<file path="config.mk">
export PLATFORM = sky130hd
export DESIGN_NAME = fpu_host_sequencer_flat
export DESIGN_NICKNAME = d
export VERILOG_FILES = /design/src/rtl/fpu_host_pkg.sv /design/src/rtl/fpu_host_sequencer_if.sv /design/src/rtl/fpu_host_watchdog.sv /design/src/rtl/fpu_host_sequencer.sv /design/src/flat_wrapper.sv
export SDC_FILE = /design/constraint.sdc
export NUM_CORES = 1
export LEC_CHECK = 0
export BUFFER_PORTS_ARGS = -buffer_cell sky130_fd_sc_hd__buf_2
export CAP_MARGIN = 20
export CORE_MARGIN = 1.5
export CORE_UTILIZATION = 44
export DETAILED_ROUTE_END_ITERATION = 8
export PLACE_DENSITY_LB_ADDON = 0.12
export SETUP_SLACK_MARGIN = 0.5
export SKIP_CTS_REPAIR_TIMING = 1
export SYNTH_ARGS = -nofsm -noshare
export SYNTH_HDL_FRONTEND = slang
export SYNTH_SLANG_ARGS = --single-unit
</file>
<file path="constraint.sdc">
create_clock -name clk -period 1.5 [get_ports clk]
set_input_delay 0.075 -clock clk [delete_from_list [all_inputs] [get_ports clk]]
set_output_delay 0.075 -clock clk [all_outputs]
set_load 0.05 [all_outputs]
</file>
<file path="src/rtl/fpu_host_pkg.sv">
// Shared definitions for the FPU host sequencer: FSM state encoding,
// control/status register bit positions, default register map and the
// flag ordering used on the response port.
// SOFT_RST exists only when FPU_HOST_TIMEOUT_EN is defined.
package fpu_host_pkg;

    // Default register map of the FPU software interface
    localparam logic [31:0] DEF_ADDR_CTRL     = 32'h00;
    localparam logic [31:0] DEF_ADDR_OPA      = 32'h04;
    localparam logic [31:0] DEF_ADDR_OPB      = 32'h08;
    localparam logic [31:0] DEF_ADDR_OPC      = 32'h0C;
    localparam logic [31:0] DEF_ADDR_DOORBELL = 32'h10;
    localparam logic [31:0] DEF_ADDR_STATUS   = 32'h14;
    localparam logic [31:0] DEF_ADDR_RESULT   = 32'h18;
    localparam int          DEF_TIMEOUT_CYCLES = 1024;

    // Control word bit positions
    localparam int CTRL_FPU_EN     = 0;
    localparam int CTRL_FPU_RST    = 1;
    localparam int CTRL_INT_EN     = 2;
    localparam int CTRL_FORMAT_LSB = 3;
    localparam int CTRL_OP_LSB     = 5;
    localparam int CTRL_FUSED      = 7;

    // Status word bit positions
    localparam int STATUS_READY     = 0;
    localparam int STATUS_FLAGS_LSB = 1;

    // Flag vector order: {invalid, overflow, underflow, inexact}
    localparam int FLAG_W         = 4;
    localparam int FLAG_INEXACT   = 0;
    localparam int FLAG_UNDERFLOW = 1;
    localparam int FLAG_OVERFLOW  = 2;
    localparam int FLAG_INVALID   = 3;

    typedef enum logic [3:0] {
        IDLE,
        WR_CTRL,
        WR_A,
        WR_B,
        WR_C,
        WR_DB,
        POLL_RD,
        POLL_WAIT,
        RES_RD,
        RES_WAIT,
        DB_CLR,
        RSP
`ifdef FPU_HOST_TIMEOUT_EN
        , SOFT_RST
`endif
    } state_t;

    // Command as presented on the input port
    typedef struct packed {
        logic [1:0]  format;
        logic [1:0]  operation;
        logic        fused;
        logic [31:0] operand_a;
        logic [31:0] operand_b;
        logic [31:0] operand_c;
    } cmd_t;

    // Part of the command still needed after the control word is written
    typedef struct packed {
        logic        fused;
        logic [31:0] operand_a;
        logic [31:0] operand_b;
        logic [31:0] operand_c;
    } operands_t;

    // Control word for a normal operation: enabled, not in reset, no interrupt
    function automatic logic [31:0] ctrl_word(input logic [1:0] format,
                                              input logic [1:0] operation,
                                              input logic       fused);
        logic [31:0] word;
        word                        = '0;
        word[CTRL_FPU_EN]           = 1'b1;
        word[CTRL_FPU_RST]          = 1'b0;
        word[CTRL_INT_EN]           = 1'b0;
        word[CTRL_FORMAT_LSB +: 2]  = format;
        word[CTRL_OP_LSB +: 2]      = operation;
        word[CTRL_FUSED]            = fused;
        return word;
    endfunction

    // Control word that holds the FPU in reset with the datapath disabled
    function automatic logic [31:0] soft_rst_word();
        logic [31:0] word;
        word               = '0;
        word[CTRL_FPU_RST] = 1'b1;
        return word;
    endfunction

endpackage

</file>
<file path="src/rtl/fpu_host_sequencer_if.sv">
// Command, response and FPU software-bus signals of the host sequencer.
// The master modport is the sequencer's view (it masters the sw_* bus and
// serves the cmd/rsp ports); the slave modport is the environment's view.
interface fpu_host_sequencer_if;

    logic        cmd_valid;
    logic        cmd_ready;
    logic [1:0]  cmd_format;
    logic [1:0]  cmd_operation;
    logic        cmd_fused;
    logic [31:0] cmd_operand_a;
    logic [31:0] cmd_operand_b;
    logic [31:0] cmd_operand_c;

    logic        rsp_valid;
    logic        rsp_ready;
    logic [31:0] rsp_result;
    logic [3:0]  rsp_flags;
    logic        rsp_timeout;

    logic [31:0] sw_address;
    logic        sw_write_en;
    logic        sw_read_en;
    logic [31:0] sw_datain;
    logic [31:0] sw_dataout;

    modport master (
        input  cmd_valid, cmd_format, cmd_operation, cmd_fused,
               cmd_operand_a, cmd_operand_b, cmd_operand_c,
        output cmd_ready,
        output rsp_valid, rsp_result, rsp_flags, rsp_timeout,
        input  rsp_ready,
        output sw_address, sw_write_en, sw_read_en, sw_datain,
        input  sw_dataout
    );

    modport slave (
        output cmd_valid, cmd_format, cmd_operation, cmd_fused,
               cmd_operand_a, cmd_operand_b, cmd_operand_c,
        input  cmd_ready,
        input  rsp_valid, rsp_result, rsp_flags, rsp_timeout,
        output rsp_ready,
        input  sw_address, sw_write_en, sw_read_en, sw_datain,
        output sw_dataout
    );

endinterface

</file>
<file path="src/rtl/fpu_host_watchdog.sv">
// Poll budget counter for the host sequencer. Counts enabled cycles and
// flags expiry on the cycle in which the LIMIT-th enabled cycle occurs.
// Instantiated only when FPU_HOST_TIMEOUT_EN is defined.
module fpu_host_watchdog #(
    parameter int LIMIT = 1024
) (
    input  logic clk,
    input  logic reset,
    input  logic clear,
    input  logic enable,
    output logic expired
);

    localparam int W = $clog2(LIMIT + 1);

    logic [W-1:0] count;

    // count holds the number of enabled cycles already completed, so the
    // current cycle is the LIMIT-th one when count equals LIMIT-1
    assign expired = enable && (count == W'(LIMIT - 1));

    // Count enabled cycles; cleared while the sequencer is idle
    always_ff @(posedge clk) begin
        if (reset || clear) begin
            count <= '0;
        end else if (enable && !expired) begin
            count <= count + W'(1);
        end
    end

endmodule

</file>
<file path="src/rtl/fpu_host_sequencer.sv">
// Hardware initiator for the FPU software register interface. Accepts one
// command, programs control and operands, rings the doorbell, polls status,
// reads the result, clears the doorbell and returns result/flags on a
// valid/ready response port.
// Optional poll timeout with FPU soft reset: define FPU_HOST_TIMEOUT_EN.
module fpu_host_sequencer
    import fpu_host_pkg::*;
#(
    parameter logic [31:0] ADDR_CTRL      = DEF_ADDR_CTRL,
    parameter logic [31:0] ADDR_OPA       = DEF_ADDR_OPA,
    parameter logic [31:0] ADDR_OPB       = DEF_ADDR_OPB,
    parameter logic [31:0] ADDR_OPC       = DEF_ADDR_OPC,
    parameter logic [31:0] ADDR_DOORBELL  = DEF_ADDR_DOORBELL,
    parameter logic [31:0] ADDR_STATUS    = DEF_ADDR_STATUS,
    parameter logic [31:0] ADDR_RESULT    = DEF_ADDR_RESULT,
    parameter int          TIMEOUT_CYCLES = DEF_TIMEOUT_CYCLES
) (
    input logic                  clk,
    input logic                  reset,
    fpu_host_sequencer_if.master bus
);

    state_t      state;
    state_t      next_state;

    cmd_t        cmd_in;
    operands_t   operands;
    logic        accept;
    logic        status_ready;

    // Bus values for the cycle about to start, and their registers
    logic [31:0] address_d;
    logic        write_en_d;
    logic        read_en_d;
    logic [31:0] datain_d;
    logic [31:0] address_q;
    logic        write_en_q;
    logic        read_en_q;
    logic [31:0] datain_q;

    logic [31:0]       result_q;
    logic [FLAG_W-1:0] flags_q;

    assign cmd_in = '{
        format:    bus.cmd_format,
        operation: bus.cmd_operation,
        fused:     bus.cmd_fused,
        operand_a: bus.cmd_operand_a,
        operand_b: bus.cmd_operand_b,
        operand_c: bus.cmd_operand_c
    };

    assign accept       = (state == IDLE) && bus.cmd_valid;
    assign status_ready = bus.sw_dataout[STATUS_READY];

`ifdef FPU_HOST_TIMEOUT_EN
    logic polling;
    logic timeout_hit;
    logic timeout_q;

    assign polling = (state == POLL_RD) || (state == POLL_WAIT);

    fpu_host_watchdog #(
        .LIMIT (TIMEOUT_CYCLES)
    ) u_watchdog (
        .clk     (clk),
        .reset   (reset),
        .clear   (state == IDLE),
        .enable  (polling),
        .expired (timeout_hit)
    );
`else
    // The poll budget only matters with the timeout feature compiled in
    logic unused_timeout_cfg;
    assign unused_timeout_cfg = (TIMEOUT_CYCLES != 0);
`endif

    // State register
    always_ff @(posedge clk) begin
        // NOTE: clocked state uses non-blocking assignments so every register
        // samples pre-edge values regardless of block evaluation order.
        if (reset) begin
            state <= IDLE;
        end else begin
            state <= next_state;
        end
    end

    // Next-state logic and the bus transfer belonging to the next state
    always_comb begin
        // NOTE: every output gets a default first, so no path leaves a value
        // unassigned and no latch is inferred.
        next_state = state;
        address_d  = '0;
        write_en_d = 1'b0;
        read_en_d  = 1'b0;
        datain_d   = '0;

        case (state)
            IDLE:      if (bus.cmd_valid) next_state = WR_CTRL;
            WR_CTRL:   next_state = WR_A;
            WR_A:      next_state = WR_B;
            WR_B:      next_state = operands.fused ? WR_C : WR_DB;
            WR_C:      next_state = WR_DB;
            WR_DB:     next_state = POLL_RD;
`ifdef FPU_HOST_TIMEOUT_EN
            POLL_RD:   next_state = timeout_hit ? SOFT_RST : POLL_WAIT;
            // A ready status seen on the expiry cycle still wins
            POLL_WAIT: begin
                if (status_ready)     next_state = RES_RD;
                else if (timeout_hit) next_state = SOFT_RST;
                else                  next_state = POLL_RD;
            end
            SOFT_RST:  next_state = DB_CLR;
`else
            POLL_RD:   next_state = POLL_WAIT;
            POLL_WAIT: next_state = status_ready ? RES_RD : POLL_RD;
`endif
            RES_RD:    next_state = RES_WAIT;
            RES_WAIT:  next_state = DB_CLR;
            DB_CLR:    next_state = RSP;
            RSP:       if (bus.rsp_ready) next_state = IDLE;
            default:   next_state = IDLE;
        endcase

        // Bus outputs are registered, so they are decoded from the state
        // being entered; WR_CTRL is only entered from IDLE, where the
        // command is still on the input port.
        case (next_state)
            WR_CTRL: begin
                write_en_d = 1'b1;
                address_d  = ADDR_CTRL;
                datain_d   = ctrl_word(cmd_in.format, cmd_in.operation, cmd_in.fused);
            end
            WR_A: begin
                write_en_d = 1'b1;
                address_d  = ADDR_OPA;
                datain_d   = operands.operand_a;
            end
            WR_B: begin
                write_en_d = 1'b1;
                address_d  = ADDR_OPB;
                datain_d   = operands.operand_b;
            end
            WR_C: begin
                write_en_d = 1'b1;
                address_d  = ADDR_OPC;
                datain_d   = operands.operand_c;
            end
            WR_DB: begin
                write_en_d = 1'b1;
                address_d  = ADDR_DOORBELL;
                datain_d   = 32'd1;
            end
            POLL_RD: begin
                read_en_d  = 1'b1;
                address_d  = ADDR_STATUS;
            end
            RES_RD: begin
                read_en_d  = 1'b1;
                address_d  = ADDR_RESULT;
            end
            DB_CLR: begin
                write_en_d = 1'b1;
                address_d  = ADDR_DOORBELL;
                datain_d   = 32'd0;
            end
`ifdef FPU_HOST_TIMEOUT_EN
            SOFT_RST: begin
                write_en_d = 1'b1;
                address_d  = ADDR_CTRL;
                datain_d   = soft_rst_word();
            end
`endif
            default: ;
        endcase
    end

    // Bus registers, captured command and response data
    always_ff @(posedge clk) begin
        if (reset) begin
            address_q  <= '0;
            write_en_q <= 1'b0;
            read_en_q  <= 1'b0;
            datain_q   <= '0;
            operands   <= '0;
            result_q   <= '0;
            flags_q    <= '0;
`ifdef FPU_HOST_TIMEOUT_EN
            timeout_q  <= 1'b0;
`endif
        end else begin
            address_q  <= address_d;
            write_en_q <= write_en_d;
            read_en_q  <= read_en_d;
            datain_q   <= datain_d;

            // A new command starts from a clean response, so an aborted
            // (timed-out) run reports zero result and flags
            if (accept) begin
                operands <= '{
                    fused:     cmd_in.fused,
                    operand_a: cmd_in.operand_a,
                    operand_b: cmd_in.operand_b,
                    operand_c: cmd_in.operand_c
                };
                result_q <= '0;
                flags_q  <= '0;
`ifdef FPU_HOST_TIMEOUT_EN
                timeout_q <= 1'b0;
`endif
            end

            if (state == POLL_WAIT && status_ready) begin
                flags_q <= bus.sw_dataout[STATUS_FLAGS_LSB +: FLAG_W];
            end

            if (state == RES_WAIT) begin
                result_q <= bus.sw_dataout;
            end

`ifdef FPU_HOST_TIMEOUT_EN
            if (state == SOFT_RST) begin
                timeout_q <= 1'b1;
            end
`endif
        end
    end

    assign bus.cmd_ready   = (state == IDLE);
    assign bus.rsp_valid   = (state == RSP);
    assign bus.rsp_result  = result_q;
    assign bus.rsp_flags   = flags_q;
`ifdef FPU_HOST_TIMEOUT_EN
    assign bus.rsp_timeout = timeout_q;
`else
    assign bus.rsp_timeout = 1'b0;
`endif

    assign bus.sw_address  = address_q;
    assign bus.sw_write_en = write_en_q;
    assign bus.sw_read_en  = read_en_q;
    assign bus.sw_datain   = datain_q;

endmodule
</file>
<file path="src/flat_wrapper.sv">
// flat-port wrapper written by rule: the top's interface ports become plain ports
module fpu_host_sequencer_flat import fpu_host_pkg::*;
#(
    parameter logic [31:0] ADDR_CTRL      = DEF_ADDR_CTRL,
    parameter logic [31:0] ADDR_OPA       = DEF_ADDR_OPA,
    parameter logic [31:0] ADDR_OPB       = DEF_ADDR_OPB,
    parameter logic [31:0] ADDR_OPC       = DEF_ADDR_OPC,
    parameter logic [31:0] ADDR_DOORBELL  = DEF_ADDR_DOORBELL,
    parameter logic [31:0] ADDR_STATUS    = DEF_ADDR_STATUS,
    parameter logic [31:0] ADDR_RESULT    = DEF_ADDR_RESULT,
    parameter int          TIMEOUT_CYCLES = DEF_TIMEOUT_CYCLES
)
  (clk, reset, bus_cmd_valid, bus_cmd_format, bus_cmd_operation, bus_cmd_fused, bus_cmd_operand_a, bus_cmd_operand_b, bus_cmd_operand_c, bus_cmd_ready, bus_rsp_valid, bus_rsp_result, bus_rsp_flags, bus_rsp_timeout, bus_rsp_ready, bus_sw_address, bus_sw_write_en, bus_sw_read_en, bus_sw_datain, bus_sw_dataout);
  fpu_host_sequencer_if bus_i ();
  input logic clk;
  input logic reset;
  input wire logic [$bits(bus_i.cmd_valid)-1:0] bus_cmd_valid;
  input wire logic [$bits(bus_i.cmd_format)-1:0] bus_cmd_format;
  input wire logic [$bits(bus_i.cmd_operation)-1:0] bus_cmd_operation;
  input wire logic [$bits(bus_i.cmd_fused)-1:0] bus_cmd_fused;
  input wire logic [$bits(bus_i.cmd_operand_a)-1:0] bus_cmd_operand_a;
  input wire logic [$bits(bus_i.cmd_operand_b)-1:0] bus_cmd_operand_b;
  input wire logic [$bits(bus_i.cmd_operand_c)-1:0] bus_cmd_operand_c;
  output wire logic [$bits(bus_i.cmd_ready)-1:0] bus_cmd_ready;
  output wire logic [$bits(bus_i.rsp_valid)-1:0] bus_rsp_valid;
  output wire logic [$bits(bus_i.rsp_result)-1:0] bus_rsp_result;
  output wire logic [$bits(bus_i.rsp_flags)-1:0] bus_rsp_flags;
  output wire logic [$bits(bus_i.rsp_timeout)-1:0] bus_rsp_timeout;
  input wire logic [$bits(bus_i.rsp_ready)-1:0] bus_rsp_ready;
  output wire logic [$bits(bus_i.sw_address)-1:0] bus_sw_address;
  output wire logic [$bits(bus_i.sw_write_en)-1:0] bus_sw_write_en;
  output wire logic [$bits(bus_i.sw_read_en)-1:0] bus_sw_read_en;
  output wire logic [$bits(bus_i.sw_datain)-1:0] bus_sw_datain;
  input wire logic [$bits(bus_i.sw_dataout)-1:0] bus_sw_dataout;
  assign bus_i.cmd_valid = bus_cmd_valid;
  assign bus_i.cmd_format = bus_cmd_format;
  assign bus_i.cmd_operation = bus_cmd_operation;
  assign bus_i.cmd_fused = bus_cmd_fused;
  assign bus_i.cmd_operand_a = bus_cmd_operand_a;
  assign bus_i.cmd_operand_b = bus_cmd_operand_b;
  assign bus_i.cmd_operand_c = bus_cmd_operand_c;
  assign bus_cmd_ready = bus_i.cmd_ready;
  assign bus_rsp_valid = bus_i.rsp_valid;
  assign bus_rsp_result = bus_i.rsp_result;
  assign bus_rsp_flags = bus_i.rsp_flags;
  assign bus_rsp_timeout = bus_i.rsp_timeout;
  assign bus_i.rsp_ready = bus_rsp_ready;
  assign bus_sw_address = bus_i.sw_address;
  assign bus_sw_write_en = bus_i.sw_write_en;
  assign bus_sw_read_en = bus_i.sw_read_en;
  assign bus_sw_datain = bus_i.sw_datain;
  assign bus_i.sw_dataout = bus_sw_dataout;
  fpu_host_sequencer #(.ADDR_CTRL(ADDR_CTRL), .ADDR_OPA(ADDR_OPA), .ADDR_OPB(ADDR_OPB), .ADDR_OPC(ADDR_OPC), .ADDR_DOORBELL(ADDR_DOORBELL), .ADDR_STATUS(ADDR_STATUS), .ADDR_RESULT(ADDR_RESULT), .TIMEOUT_CYCLES(TIMEOUT_CYCLES)) u_core (.clk(clk), .reset(reset), .bus(bus_i));
endmodule
</file>
-- After elaboration in Yosys (flattened, before gate mapping)
Index checks and enable logic that the tools add are counted.
- word-level logic and storage cells: 51
- flip-flop bits (word level): 203
- input port bits: 137
- output and inout port bits: 105
- reduce and logical (&&, ||, !) cells: 8
- equality and inequality tests: 19
- muxes and demuxes: 13
- operator list (kind ; number):
    case mux 32 bit (5 select lines) ; 1
    2-to-1 mux 32 bit ; 2
    case mux 4 bit (12 select lines) ; 1
    case mux 5 bit (6 select lines) ; 1
    equality test 4 x 3 -> 1 bit, second input constant ; 7
    equality test 4 bit, second input constant ; 6
    2-to-1 mux 4 bit ; 5
    equality test 4 x 2 -> 1 bit, second input constant ; 4
    equality test 4 x 1 -> 1 bit, second input constant ; 2
    OR reduction 6 bit ; 1
    logical NOT 4 bit ; 1
    nonzero test 2 bit ; 2
    OR reduction 2 bit ; 2
    2-to-1 mux 1 bit ; 3
    logical AND 1 bit ; 2

-- Logic depth before layout (Yosys ltp)
- depth in word-level cells: 5
- gate-level depth with buffers: 8
- gate-level depth less buffers: 5

-- Least setup slack after synthesis
OpenSTA, ideal clock, no wires.
- kind: register to register
- start: reg u_core.state[2]
- end: reg u_core.flags_q[0], in the netlist u_core.bus.rsp_flags[0]
- buffers on the path: 3
- setup slack: -0.895 ns
- data required time: 1.372 ns
- stages on the path, launching flop included: 9
- data arrival time: 2.267 ns
- cells stage by stage: dfxtp_1 -> buf_2 -> nor4_2 -> and2_1 -> clkbuf_1 -> buf_4 -> nor2_1 -> a22oi_1 -> nor2_1
- longest elaborated chain between the ends: 3
- elaborated cells between the ends (all ways): 6
- classes of those cells: eq/ne (1); mux (1); reduce/logical (4)
- ends and longest elaborated chain (what ; line ; RTL):
    from (decl) ; fpu_host_sequencer.sv:23 ; state_t state;
    from (signal assigned) ; fpu_host_sequencer.sv:85 ; state <= next_state;
    logical NOT 4 bit ; -- ;
    named net bus_cmd_ready ; flat_wrapper.sv:24 ; output wire logic [$bits(bus_i.cmd_ready)-1:0] bus_cmd_ready;
    logical AND 1 bit ; fpu_host_sequencer.sv:53 ; assign accept = (state == IDLE) && bus.cmd_valid;
    nonzero test 2 bit (no line) ; -- ;
    to (signal assigned) ; fpu_host_sequencer.sv:215 ; flags_q <= bus.sw_dataout[STATUS_FLAGS_LSB +: FLAG_W];
    to (decl) ; fpu_host_sequencer.sv:42 ; logic [FLAG_W-1:0] flags_q;
The timed path passes the listed nets, and every way through them passes these cells.
A chain may end at the register's enable or synchronous reset.

-- Worst setup path in the final report
- start: reg u_core.state[2]
- end: reg u_core.datain_q[19], in the netlist u_core.bus.sw_datain[19]
- longest elaborated chain between the ends: 4
- elaborated cells between the ends (all ways): 21
- classes of those cells: eq/ne (16); mux (4); reduce/logical (1)
- ends and longest elaborated chain (what ; line ; RTL):
    equality test 4 bit (tied with other cells) ; fpu_host_sequencer.sv:99 ; case (state)
    case mux 4 bit (12 select lines) * ; fpu_host_sequencer.sv:99 ;
    equality test 4 x 3 -> 1 bit (tied with other cells) ; fpu_host_sequencer.sv:129 ; case (next_state)
    case mux 32 bit (5 select lines) * ; fpu_host_sequencer.sv:129 ;
    to (signal assigned) ; fpu_host_sequencer.sv:196 ; datain_q <= datain_d;
    to (decl) ; fpu_host_sequencer.sv:39 ; logic [31:0] datain_q;
Every way passes the cells marked *; elsewhere a longest branch is shown, timed or not.

==> flow_summary.yaml <==
timing:
  rsz0062_at_grt: "yes"
  fmax_mhz: 542
  maxSlewViolCount: 0
  period_share: 1.23
  finClkSkew_ns: 0.00887
  holdWs_ns: -0.0155
  period_needed_ns: 1.84
  final_hold_viol_count: 1
  finalSetupTns_ns: -30.87
  setup_viol: 171
  timing.final.ws_setup_ns: -0.344
logic_synthesis:
  synth_top_area_frac: 0.526
  yosysSeqAreaShare: 0.526
  synth.cell_area_mm2: 0.00663
  yosys.area.top_type: "dfxtp_1"
  postSynth.asyncResetShare: 0
  synth-main-ff-cell: "dfxtp_1"
  ys_top_cells_by_area: "dfxtp_1 (53%), nand2_1 (13%), a21oi_1 (11%), a222oi_1 (4.7%), buf_4 (4.3%)"
  yosysWarnings: 0
  synth_cells: 794
  yosysUniqueCellTypes: 37
  avgSynthCellArea_um2: 8.34
  synth-seq-cells: 174
  synth_enable_flop_cells: 0
hold_path:
  hp-class: "in2reg"
  holdPathStages: 4
  hold_path_startpoint: "bus_rsp_ready"
  hold_path_end: "u_core.state[3]"
cells_and_area:
  syn2layout_area_growth_pct: 66.1
  final.fill_count: 1045
  layout-drive-gt1-share: 0.363
  postLayoutCellArea_mm2: 0.0110
  nets: 1304
global_routing:
  use_met1: 0.274
  grt_pass1_vias: 5556
  grt_antenna_before_repair: 1
  use_met3: 0.0688
  grtUsageMet2: 0.346
  grt.busiest_layer: "met2"
  grt_max_degree: 53
  track_usage: 0.214
  grt_pass1_wl_um: 27200
  grt_overflow: 0
routing:
  drtIter0Drc: 646
  drc_errors: 28
  vias: 7182
  drt-total-wl_um: 23800
  postRouteAntennaNets: 0
  firstDrtPassIters: 8
  wl_per_cell_um: 17.4
  via_per_inst: 5.26
setup_path:
  worstReg2RegEnd: "u_core.bus.sw_datain[19]"
  r2r_start: "u_core.state[2]"
  cp-start-kind: "flip-flop"
  crit_required_ns: 1.81
  cp-end-kind: "flip-flop"
  critPathKind: "reg2reg"
  cp_max_fo: 11
  regToRegSetupSlack_ns: -0.34
  r2r_cells: 7
  critPathArrivalTime_ns: 2.15
cts:
  cts_buffer_depth: 2
  cts_max_level: 4
  cts_buffers: 17
  clock_latency_ns: 0.43
  cts_tree: "built"
  cts.clk_slew.worst_paths_ns: 0.07
  root_buffer: "clkbuf_16"
  cts.sinks: 174
job:
  cap_violations: 0
run_status:
  violations: "DRC, hold timing, setup timing"
  outcome: "finished with violations"
placed_design:
  placed_area_mm2: 0.00811
  gp_congestion: 0.774
  port_buffers: 211
  hpwl_um: 11600
floorplanning:
  die_area_mm2: 0.0158
  start_util: 0.452
  core.rowCount: 44
  die_w_um: 126
  io_pins: 242
  fp.dieH_um: 126
  design.core.area_mm2: 0.0146
power_and_ir_drop:
  peakVddDrop_mv: 1.05
  powerDensity_mw_per_mm2: 1170
  p_leak_nw: 4.54
routing by layer:
metal,routed length (µm),part of all wire,vias to the layer above
li1,-,-,3385
met1,9530,0.40,3446
met2,12000,0.51,297
met3,1650,0.069,54
met4,600,0.025,0
met5,0,0,-
registers in the layout (all words and copies together) (netlist names):
register                count
u_core.operands            97
u_core.bus.rsp_result      32
u_core.bus.sw_datain       32
u_core.bus.rsp_flags        4
u_core.state                4
u_core.bus.sw_address       3
u_core.bus.sw_read_en       1
u_core.bus.sw_write_en      1
where the power goes:
part / internal [mW] / switching, mW / total [mW]
sequential: 4.93 / 0.170 / 5.10
clock: 2.71 / 1.89 / 4.61
combinational: 1.41 / 1.79 / 3.20
total: 9.05 / 3.85 / 12.9
Yosys cell counts, types with 2 or more instances:
master    number
a21oi_1      139
a222oi_1      31
nor2_1        44
buf_2         15
nand2_1      235
nor3b_2        2
buf_4         38
o21a_1         2
nand2b_1       3
nor2b_1        3
o21ai_0        2
clkbuf_1      37
nand3_1       33
nand3b_1       2
dfxtp_1      174
a21oi_2        3
a22oi_1        4
nor3_1         3
buf_6          6
cell usage in the layout (no fill, tap or decap), types with 4 or more instances in the layout:
cell / Yosys / layout
nand2_2: 0 / 4
a222oi_1: 31 / 31
conb_1: 1 / 30
dfxtp_1: 174 / 165
nand3_2: 0 / 11
clkbuf_16: 0 / 29
a21oi_2: 3 / 59
nand3_1: 33 / 22
buf_6: 6 / 14
nor2_4: 0 / 4
buf_4: 38 / 34
nand2_1: 235 / 230
a21oi_1: 139 / 83
buf_2: 15 / 200
dfxtp_2: 0 / 6
dlygate4sd3_1: 0 / 133
nor2_1: 44 / 40
buf_12: 0 / 16
buf_8: 0 / 10
clkinvlp_4: 0 / 6
through the flow:
stage	instances	util	hold WS [ns]	power, mW	setup WS [ns]
3_3_place_gp	1169	0.554	0.316	7.44	-0.265
2_1_floorplan	823	-	0.211	6.78	-0.480
6_report	1366	0.752	-0.0155	12.9	-0.344
4_1_cts	1201	0.596	-0.139	12.0	-0.328
5_1_grt	1365	0.751	0.0106	13.4	-0.410
3_5_place_dp	1169	0.554	0.321	7.45	-0.311
critical path, stage by stage (launching register included):
cell and delay (ns):
dfxtp_4 0.36, o21a_1 0.20, o32ai_4 0.30, buf_6 0.16, nor3b_4 0.06, clkbuf_16 0.18
a222oi_1 0.37, nor2_1 0.10
how the worst max path moves through the flow:
stage | start | endpoint | slack [ns] | depth (start not counted)
finish | u_core.state[2] | u_core.bus.sw_datain[19] | -0.34 | 7
global route | u_core.state[2] | u_core.bus.sw_datain[19] | -0.41 | 7
CTS | u_core.state[1] | u_core.bus.sw_datain[25] | -0.33 | 7
detailed placement | u_core.state[1] | u_core.bus.sw_datain[25] | -0.31 | 7
global placement | u_core.state[1] | u_core.bus.sw_datain[5] | -0.27 | 7
floorplan | u_core.state[2] | u_core.operands[0] | -0.48 | 7
cells by family after synthesis:
kind of cell	after synthesis	share of synthesized area
buf+inv	97	0.0861
compound gates	185	0.173
xor+xnor	1	0.00132
other cells	1	0.000566
simple gates	336	0.213
flops	174	0.526
final cells by class:
class	count	area, µm²	area share
flip-flops and latches	174	3500	0.318
clock inverters	13	163	0.0148
multi-input cells	552	3080	0.280
inverters	1	3.75	0.000341
clock buffers	19	453	0.0412
diodes	2	5.00	0.000455
well taps	184	230	0.0209
repair buffers	421	3570	0.324
(Power assumes the default switching activity.)
